`src/rtl/input_v_bank_scheduler_if.sv`:
```
// Bus bundle between the input-voltage bank scheduler and its exchange/solver neighbours.
// With INPUT_V_OVR_CNT_EN defined, the bundle also carries the dropped-request counter ovr_cnt.
interface input_v_bank_scheduler_if #(
   parameter int unsigned AddrW = 4
);
   logic             sta;
   logic             exchange_data_sig;
   logic             err_clr;
   logic [AddrW:0]   wr_addr;
   logic             wr_en;
   logic [AddrW:0]   rd_addr;
   logic             rd_en;
   logic             mem_ena;
   logic             rd_valid;
   logic [AddrW-1:0] rd_idx;
   logic             done_sig;
   logic             act_bank;
   logic             busy_wr;
   logic             busy_rd;
   logic             ovr_err;
`ifdef INPUT_V_OVR_CNT_EN
   logic [7:0]       ovr_cnt;
`endif

   modport slave (
      input  sta, exchange_data_sig, err_clr,
      output wr_addr, wr_en, rd_addr, rd_en, mem_ena, rd_valid, rd_idx, done_sig,
      output act_bank, busy_wr, busy_rd, ovr_err
`ifdef INPUT_V_OVR_CNT_EN
      , output ovr_cnt
`endif
   );

   modport master (
      output sta, exchange_data_sig, err_clr,
      input  wr_addr, wr_en, rd_addr, rd_en, mem_ena, rd_valid, rd_idx, done_sig,
      input  act_bank, busy_wr, busy_rd, ovr_err
`ifdef INPUT_V_OVR_CNT_EN
      , input ovr_cnt
`endif
   );
endinterface

```
`src/rtl/input_v_bank_scheduler.sv`:
```
// Double-buffered input-voltage RAM sequencer: writer fills the inactive bank, reader drains the
// active one, banks swap only when the reader is idle. INPUT_V_OVR_CNT_EN adds a drop counter.
module input_v_bank_scheduler #(
   parameter int unsigned AddrW      = 4,
   parameter int unsigned NWords     = 13,
   parameter int unsigned RdLat      = 2,
   parameter int unsigned WrStartDly = 2
) (
   input logic                        clk_i,
   input logic                        rst_ni,
   input_v_bank_scheduler_if.slave    bus
);
   localparam int unsigned DlyW = (WrStartDly > 2) ? $clog2(WrStartDly - 1) : 1;
   localparam int unsigned LatW = (RdLat > 1) ? $clog2(RdLat) : 1;
   localparam logic [AddrW-1:0] LastIdx = AddrW'(NWords - 1);
   localparam logic [DlyW-1:0]  LastDly = (WrStartDly > 2) ? DlyW'(WrStartDly - 2) : '0;
   localparam logic [LatW-1:0]  LastLat = LatW'(RdLat - 1);

   typedef enum logic [1:0] {WIdle, WDly, WRun, WPend} w_state_e;
   typedef enum logic [1:0] {RIdle, RRun, RDrain} r_state_e;

   w_state_e         w_state_q, w_state_d;
   r_state_e         r_state_q, r_state_d;
   logic [AddrW-1:0] wr_idx_q, wr_idx_d, rd_idx_q, rd_idx_d;
   logic [DlyW-1:0]  dly_cnt_q, dly_cnt_d;
   logic [LatW-1:0]  lat_cnt_q, lat_cnt_d;
   logic             act_bank_q, act_bank_d;
   logic             done_q, done_d;
   logic             ovr_err_q, ovr_err_d;
   logic [RdLat-1:0] vld_q;
   logic [AddrW-1:0] vidx_q [RdLat];
   logic             wr_en, rd_en, wr_busy, rd_busy, swap, wr_drop, rd_drop;
`ifdef INPUT_V_OVR_CNT_EN
   logic [7:0]       ovr_cnt_q, ovr_cnt_d;
   logic [8:0]       cnt_sum;
`endif

   always_ff @(posedge clk_i or negedge rst_ni) begin
      if (!rst_ni) begin
         w_state_q  <= WIdle;
         r_state_q  <= RIdle;
         wr_idx_q   <= '0;
         rd_idx_q   <= '0;
         dly_cnt_q  <= '0;
         lat_cnt_q  <= '0;
         act_bank_q <= 1'b0;
         done_q     <= 1'b0;
         ovr_err_q  <= 1'b0;
         vld_q      <= '0;
         for (int unsigned i = 0; i < RdLat; i++) vidx_q[i] <= '0;
`ifdef INPUT_V_OVR_CNT_EN
         ovr_cnt_q  <= '0;
`endif
      end else begin
         w_state_q  <= w_state_d;
         r_state_q  <= r_state_d;
         wr_idx_q   <= wr_idx_d;
         rd_idx_q   <= rd_idx_d;
         dly_cnt_q  <= dly_cnt_d;
         lat_cnt_q  <= lat_cnt_d;
         act_bank_q <= act_bank_d;
         done_q     <= done_d;
         ovr_err_q  <= ovr_err_d;
         vld_q[0]   <= rd_en;
         vidx_q[0]  <= rd_idx_q;
         for (int unsigned i = 1; i < RdLat; i++) begin
            vld_q[i]  <= vld_q[i-1];
            vidx_q[i] <= vidx_q[i-1];
         end
`ifdef INPUT_V_OVR_CNT_EN
         ovr_cnt_q  <= ovr_cnt_d;
`endif
      end
   end

   always_comb begin
      wr_busy    = (w_state_q == WDly) || (w_state_q == WRun);
      rd_busy    = (r_state_q == RRun) || (r_state_q == RDrain);
      // Bank ownership changes hands only while the reader is completely idle.
      swap       = (w_state_q == WPend) && (r_state_q == RIdle);
      wr_drop    = bus.exchange_data_sig && wr_busy;
      rd_drop    = bus.sta && rd_busy;
      w_state_d  = w_state_q;
      r_state_d  = r_state_q;
      wr_idx_d   = wr_idx_q;
      rd_idx_d   = rd_idx_q;
      dly_cnt_d  = dly_cnt_q;
      lat_cnt_d  = lat_cnt_q;
      done_d     = 1'b0;
      act_bank_d = act_bank_q ^ swap;

      unique case (w_state_q)
         WIdle, WPend: begin
            // The request cycle counts as the first delay cycle.
            if (bus.exchange_data_sig) begin
               wr_idx_d  = '0;
               dly_cnt_d = '0;
               w_state_d = (WrStartDly > 1) ? WDly : WRun;
            end else if (swap) begin
               w_state_d = WIdle;
            end
         end
         WDly: begin
            if (dly_cnt_q == LastDly) w_state_d = WRun;
            else                      dly_cnt_d = dly_cnt_q + 1'b1;
         end
         WRun: begin
            if (wr_idx_q == LastIdx) begin
               w_state_d = WPend;
               wr_idx_d  = '0;
            end else begin
               wr_idx_d  = wr_idx_q + 1'b1;
            end
         end
         default: w_state_d = WIdle;
      endcase

      unique case (r_state_q)
         RIdle: begin
            if (bus.sta) begin
               r_state_d = RRun;
               rd_idx_d  = '0;
            end
         end
         RRun: begin
            if (rd_idx_q == LastIdx) begin
               r_state_d = RDrain;
               rd_idx_d  = '0;
               lat_cnt_d = '0;
            end else begin
               rd_idx_d  = rd_idx_q + 1'b1;
            end
         end
         RDrain: begin
            if (lat_cnt_q == LastLat) begin
               r_state_d = RIdle;
               done_d    = 1'b1;
            end else begin
               lat_cnt_d = lat_cnt_q + 1'b1;
            end
         end
         default: r_state_d = RIdle;
      endcase

      if (bus.err_clr)             ovr_err_d = 1'b0;
      else if (wr_drop || rd_drop) ovr_err_d = 1'b1;
      else                         ovr_err_d = ovr_err_q;
`ifdef INPUT_V_OVR_CNT_EN
      cnt_sum   = {1'b0, ovr_cnt_q} + 9'(wr_drop) + 9'(rd_drop);
      ovr_cnt_d = bus.err_clr ? 8'h00 : ((cnt_sum > 9'd255) ? 8'hFF : cnt_sum[7:0]);
`endif
   end

   always_comb begin
      wr_en            = (w_state_q == WRun);
      rd_en            = (r_state_q == RRun);
      bus.wr_en        = wr_en;
      bus.rd_en        = rd_en;
      bus.mem_ena      = wr_en || rd_en;
      bus.wr_addr      = wr_en ? {~act_bank_q, wr_idx_q} : '0;
      bus.rd_addr      = rd_en ? {act_bank_q, rd_idx_q} : '0;
      bus.rd_valid     = vld_q[RdLat-1];
      bus.rd_idx       = vidx_q[RdLat-1];
      bus.done_sig     = done_q;
      bus.act_bank     = act_bank_q;
      bus.busy_wr      = (w_state_q == WDly) || (w_state_q == WRun);
      bus.busy_rd      = (r_state_q == RRun) || (r_state_q == RDrain);
      bus.ovr_err      = ovr_err_q;
`ifdef INPUT_V_OVR_CNT_EN
      bus.ovr_cnt      = ovr_cnt_q;
`endif
   end
endmodule
```
`src/flat_wrapper.sv`:
```
// flat-port wrapper written by rule: the top's interface ports become plain ports
module input_v_bank_scheduler_flat 
#(
   parameter int unsigned AddrW      = 4,
   parameter int unsigned NWords     = 13,
   parameter int unsigned RdLat      = 2,
   parameter int unsigned WrStartDly = 2
)
  (clk_i, rst_ni, bus_sta, bus_exchange_data_sig, bus_err_clr, bus_wr_addr, bus_wr_en, bus_rd_addr, bus_rd_en, bus_mem_ena, bus_rd_valid, bus_rd_idx, bus_done_sig, bus_act_bank, bus_busy_wr, bus_busy_rd, bus_ovr_err);
  input_v_bank_scheduler_if #(.AddrW(AddrW)) bus_i ();
  input logic clk_i;
  input logic rst_ni;
  input wire logic [$bits(bus_i.sta)-1:0] bus_sta;
  input wire logic [$bits(bus_i.exchange_data_sig)-1:0] bus_exchange_data_sig;
  input wire logic [$bits(bus_i.err_clr)-1:0] bus_err_clr;
  output wire logic [$bits(bus_i.wr_addr)-1:0] bus_wr_addr;
  output wire logic [$bits(bus_i.wr_en)-1:0] bus_wr_en;
  output wire logic [$bits(bus_i.rd_addr)-1:0] bus_rd_addr;
  output wire logic [$bits(bus_i.rd_en)-1:0] bus_rd_en;
  output wire logic [$bits(bus_i.mem_ena)-1:0] bus_mem_ena;
  output wire logic [$bits(bus_i.rd_valid)-1:0] bus_rd_valid;
  output wire logic [$bits(bus_i.rd_idx)-1:0] bus_rd_idx;
  output wire logic [$bits(bus_i.done_sig)-1:0] bus_done_sig;
  output wire logic [$bits(bus_i.act_bank)-1:0] bus_act_bank;
  output wire logic [$bits(bus_i.busy_wr)-1:0] bus_busy_wr;
  output wire logic [$bits(bus_i.busy_rd)-1:0] bus_busy_rd;
  output wire logic [$bits(bus_i.ovr_err)-1:0] bus_ovr_err;
  assign bus_i.sta = bus_sta;
  assign bus_i.exchange_data_sig = bus_exchange_data_sig;
  assign bus_i.err_clr = bus_err_clr;
  assign bus_wr_addr = bus_i.wr_addr;
  assign bus_wr_en = bus_i.wr_en;
  assign bus_rd_addr = bus_i.rd_addr;
  assign bus_rd_en = bus_i.rd_en;
  assign bus_mem_ena = bus_i.mem_ena;
  assign bus_rd_valid = bus_i.rd_valid;
  assign bus_rd_idx = bus_i.rd_idx;
  assign bus_done_sig = bus_i.done_sig;
  assign bus_act_bank = bus_i.act_bank;
  assign bus_busy_wr = bus_i.busy_wr;
  assign bus_busy_rd = bus_i.busy_rd;
  assign bus_ovr_err = bus_i.ovr_err;
  input_v_bank_scheduler #(.AddrW(AddrW), .NWords(NWords), .RdLat(RdLat), .WrStartDly(WrStartDly)) u_core (.clk_i(clk_i), .rst_ni(rst_ni), .bus(bus_i));
endmodule
```
`config.mk`:
```
export PLATFORM = sky130hd
export DESIGN_NAME = input_v_bank_scheduler_flat
export DESIGN_NICKNAME = d
export VERILOG_FILES = /design/src/rtl/input_v_bank_scheduler_if.sv /design/src/rtl/input_v_bank_scheduler.sv /design/src/flat_wrapper.sv
export SDC_FILE = /design/constraint.sdc
export NUM_CORES = 1
export LEC_CHECK = 0
export CORE_MARGIN = 2
export CORE_UTILIZATION = 44
export CTS_BUF_LIST = sky130_fd_sc_hd__clkbuf_8 sky130_fd_sc_hd__clkbuf_16
export DETAILED_ROUTE_END_ITERATION = 12
export HOLD_SLACK_MARGIN = 0.15
export MAX_ROUTING_LAYER = met4
export PLACE_DENSITY = 0.74
export SYNTH_ARGS = -nofsm -noshare
export SYNTH_HDL_FRONTEND = slang
export SYNTH_SLANG_ARGS = --single-unit
```
`constraint.sdc`:
```
create_clock -name clk_i -period 1.4 [get_ports clk_i]
set_input_delay 0.21 -clock clk_i [delete_from_list [all_inputs] [get_ports clk_i]]
set_output_delay 0.21 -clock clk_i [all_outputs]
set_load 0.005 [all_outputs]
```
==> out/qor.yml <==
outcome:
  status: "complete, but fails checks"
  violations: "setup timing"
drt:
  dr.pass1.iters: 4
  vias: 1159
  post-route-drc-count: 0
  detail_route.wl_per_cell_um: 17.9
  ant_nets: 0
  first_iter_violations: 50
  wl_um: 3890
  viasPerCell: 5.32
critical_path:
  crit_fanout: 7
  crit_path_end_kind: "output port"
  crit_type: "register to output port"
  required_ns: 1.19
  setup.worst_path.start_class: "register"
  cp_data_arrival_time_ns: 1.36
finish:
  mostFrequentLayoutCells: "buf_4, dfrtp_1, buf_6, clkdlybuf4s50_1, nand2_1"
  area_growth_pct: 70.0
  final_common_cell: "buf_4"
  final_cell_count_no_fill: 218
  antenna_cells: 0
  fin_nets: 203
  drive_gt1_share_pct: 53.5
yosys:
  synth_top_cell_area_share_pct: 50.6
  synthTopCellsByArea: "dfrtp_1, ha_1, and2_1"
  synth.avg_cell_area_um2: 11.1
  synth_fp_nets: 131
  ys_types: 31
  ys_seq_elements: 26
  synth_cells: 116
  yosys_warnings: 0
  yosysSeqAreaShare_pct: 50.6
  synthesis.area_um2: 1280
  synth.largest_area_cell: "dfrtp_1"
global_route:
  grt_max_degree: 27
  grt_pass1_vias: 1245
  track_usage_pct: 23.6
  grt_first_pass_wirelength_um: 5840
  antenna_found_initial: 0
  overflow: 0
placement:
  placed_cells: 194
  post-place-ws_ns: -0.345
  dp_hpwl_um: 1930
  gp_congestion: 0.773
  place.port_buffers: 27
clocking:
  clock-sinks: 26
  hold_buffers: 0
  h-tree-depth: 1
  clk_latency_ns: 0.27
  cts.path.max_buffers: 2
  tritoncts: "done"
  cts_buffers: 3
  root_buffer: "clkbuf_8"
  clk_pin_slew_worst_paths_ns: 0.09
sta:
  fin_crit_ns: 1.57
  finalHoldViolations: 0
  slew-limit-headroom_pct: 78.2
  clock_skew_ns: 0.00228
  max_freq_ghz: 0.636
  tightest_slew_ns: 0.327
  setup_viol: 22
  setup_slack_ns: -0.172
  rsz0062_at_grt: "true"
  worst_hold_slack_ns: 0.291
  maxSlewViolCount: 0
  setup_tns_ns: -1.61
  post-route-period-util_pct: 112
power_and_ir_drop:
  ir_drop_v: 0.00228
  p_leak_nw: 1.04
  p_per_area_nw_per_um2: 2530
  finalPower_mw: 5.53
floorplan:
  die_w_um: 58.0
  io_pins: 28
  floorplan.initialDensity_pct: 46.6
  coreArea_um2: 2760
  rows: 19
  die_y_um: 58.0
  die-area_um2: 3370
min_path:
  worst_hold_path_type: "input pin to asynchronous set/reset pin"
job:
  cap_violations: 0
[final cells by class]
class / count / area, um^2
inverters: 10 / 40.0
repair buffers: 72 / 657
clock inverters: 1 / 30.0
multi-input cells: 75 / 723
clock buffers: 3 / 41.3
fillers: 152 / 573
well taps: 31 / 38.8
flip-flops and latches: 26 / 654
[Yosys cell counts]
| library cell | n |
|---|---|
| nor3_1 | 2 |
| o21ai_0 | 4 |
| a221oi_1 | 2 |
| o21bai_2 | 1 |
| and2_1 | 9 |
| or2_2 | 1 |
| o21bai_1 | 1 |
| mux2i_2 | 1 |
| buf_4 | 5 |
| nor2b_4 | 1 |
| dfrtp_1 | 26 |
| xnor2_1 | 1 |
| a32oi_1 | 1 |
| a221oi_2 | 1 |
| nor2b_1 | 1 |
| mux2i_1 | 3 |
| and2b_1 | 1 |
| a21oi_1 | 4 |
| o31ai_1 | 1 |
| a22oi_4 | 1 |
| and2_2 | 1 |
| nor2_1 | 5 |
| a21o_1 | 1 |
| nand2_1 | 12 |
| nor4b_2 | 1 |
| ha_1 | 10 |
| o21ai_1 | 4 |
| inv_1 | 10 |
| xor2_1 | 1 |
| nand3_1 | 2 |
| nand3_2 | 2 |
[stage by stage]
stage | util [%] | area (um^2)
final | 79.2 | 2180
after global routing | 79.2 | 2180
after CTS | 76.0 | 2100
after detailed placement | 63.2 | 1740
after global placement | 63.2 | 1740
after floorplan | - | 1280
[sequential cells by signal, summed over array words and instances (netlist names)]
signal and count:
u_core.bus.act_bank 1, u_core.bus.done_sig 1, u_core.vidx_q 4, u_core.vld_q 2, u_core.r_state_q 2, u_core.wr_idx_q 4, u_core.bus.ovr_err 1, u_core.w_state_q 2
u_core.lat_cnt_q 1, u_core.rd_idx_q 4, u_core.bus.rd_idx 4
[per-layer routing]
| metal | wire (um) | track usage [%] |
|---|---|---|
| met2 | 1980 | 41.2 |
| met3 | 165 | 3.13 |
| met4 | 149 | 8.64 |
| met1 | 1600 | 27.7 |
| met5 | 0 | - |
[worst paths after layout]
path / startpoint / end / slack [ns] / cells after the start
min in group clk_i: u_core.vidx_q[6]$_DFF_PN0_ / u_core.bus.rd_idx[2]$_DFF_PN0_ / 0.36 / 0
max in group asynchronous: rst_ni / u_core.rd_idx_q[0]$_DFFE_PN0P_ / 0.85 / 2
max: u_core.w_state_q[0]$_DFFE_PN0P_ / bus_mem_ena / -0.17 / 5
max reg2reg: u_core.w_state_q[0]$_DFFE_PN0P_ / u_core.wr_idx_q[2]$_DFFE_PN0P_ / -0.15 / 8
min reg2reg: u_core.vidx_q[6]$_DFF_PN0_ / u_core.bus.rd_idx[2]$_DFF_PN0_ / 0.36 / 0
min: rst_ni / u_core.bus.ovr_err$_DFFE_PN0P_ / 0.29 / 2
[critical path, cell delays in order, from the launching register on]
cell and delay [ns]:
dfrtp_1 0.38, inv_2 0.06, ha_4 0.19, buf_6 0.12, or2_4 0.22, buf_6 0.11
[cells by family after synthesis]
group,after synthesis,share of synthesized area (%)
xor+xnor,2,1.36
fa+ha+maj,10,9.74
simple gates,38,16.8
mux,4,3.41
compound gates,21,12.2
flops,26,50.6
buf+inv,15,5.84
[power breakdown]
part	switching [mW]	total (mW)	leakage [nW]	internal (mW)
Combinational	1.54	3.64	0.670	2.10
Sequential	0.221	1.26	0.335	1.04
Clock	0.248	0.631	0.0357	0.383
Total	2.00	5.53	1.04	3.53
[repair_timing]
item	CTS	global route
endpoints found under the hold margin	0	0
setup buffers	18	5
pin swaps	16	11
gates resized for setup	108	14
endpoints found under the setup margin	28	30
No activity file was read; power rests on OpenSTA's default activity.
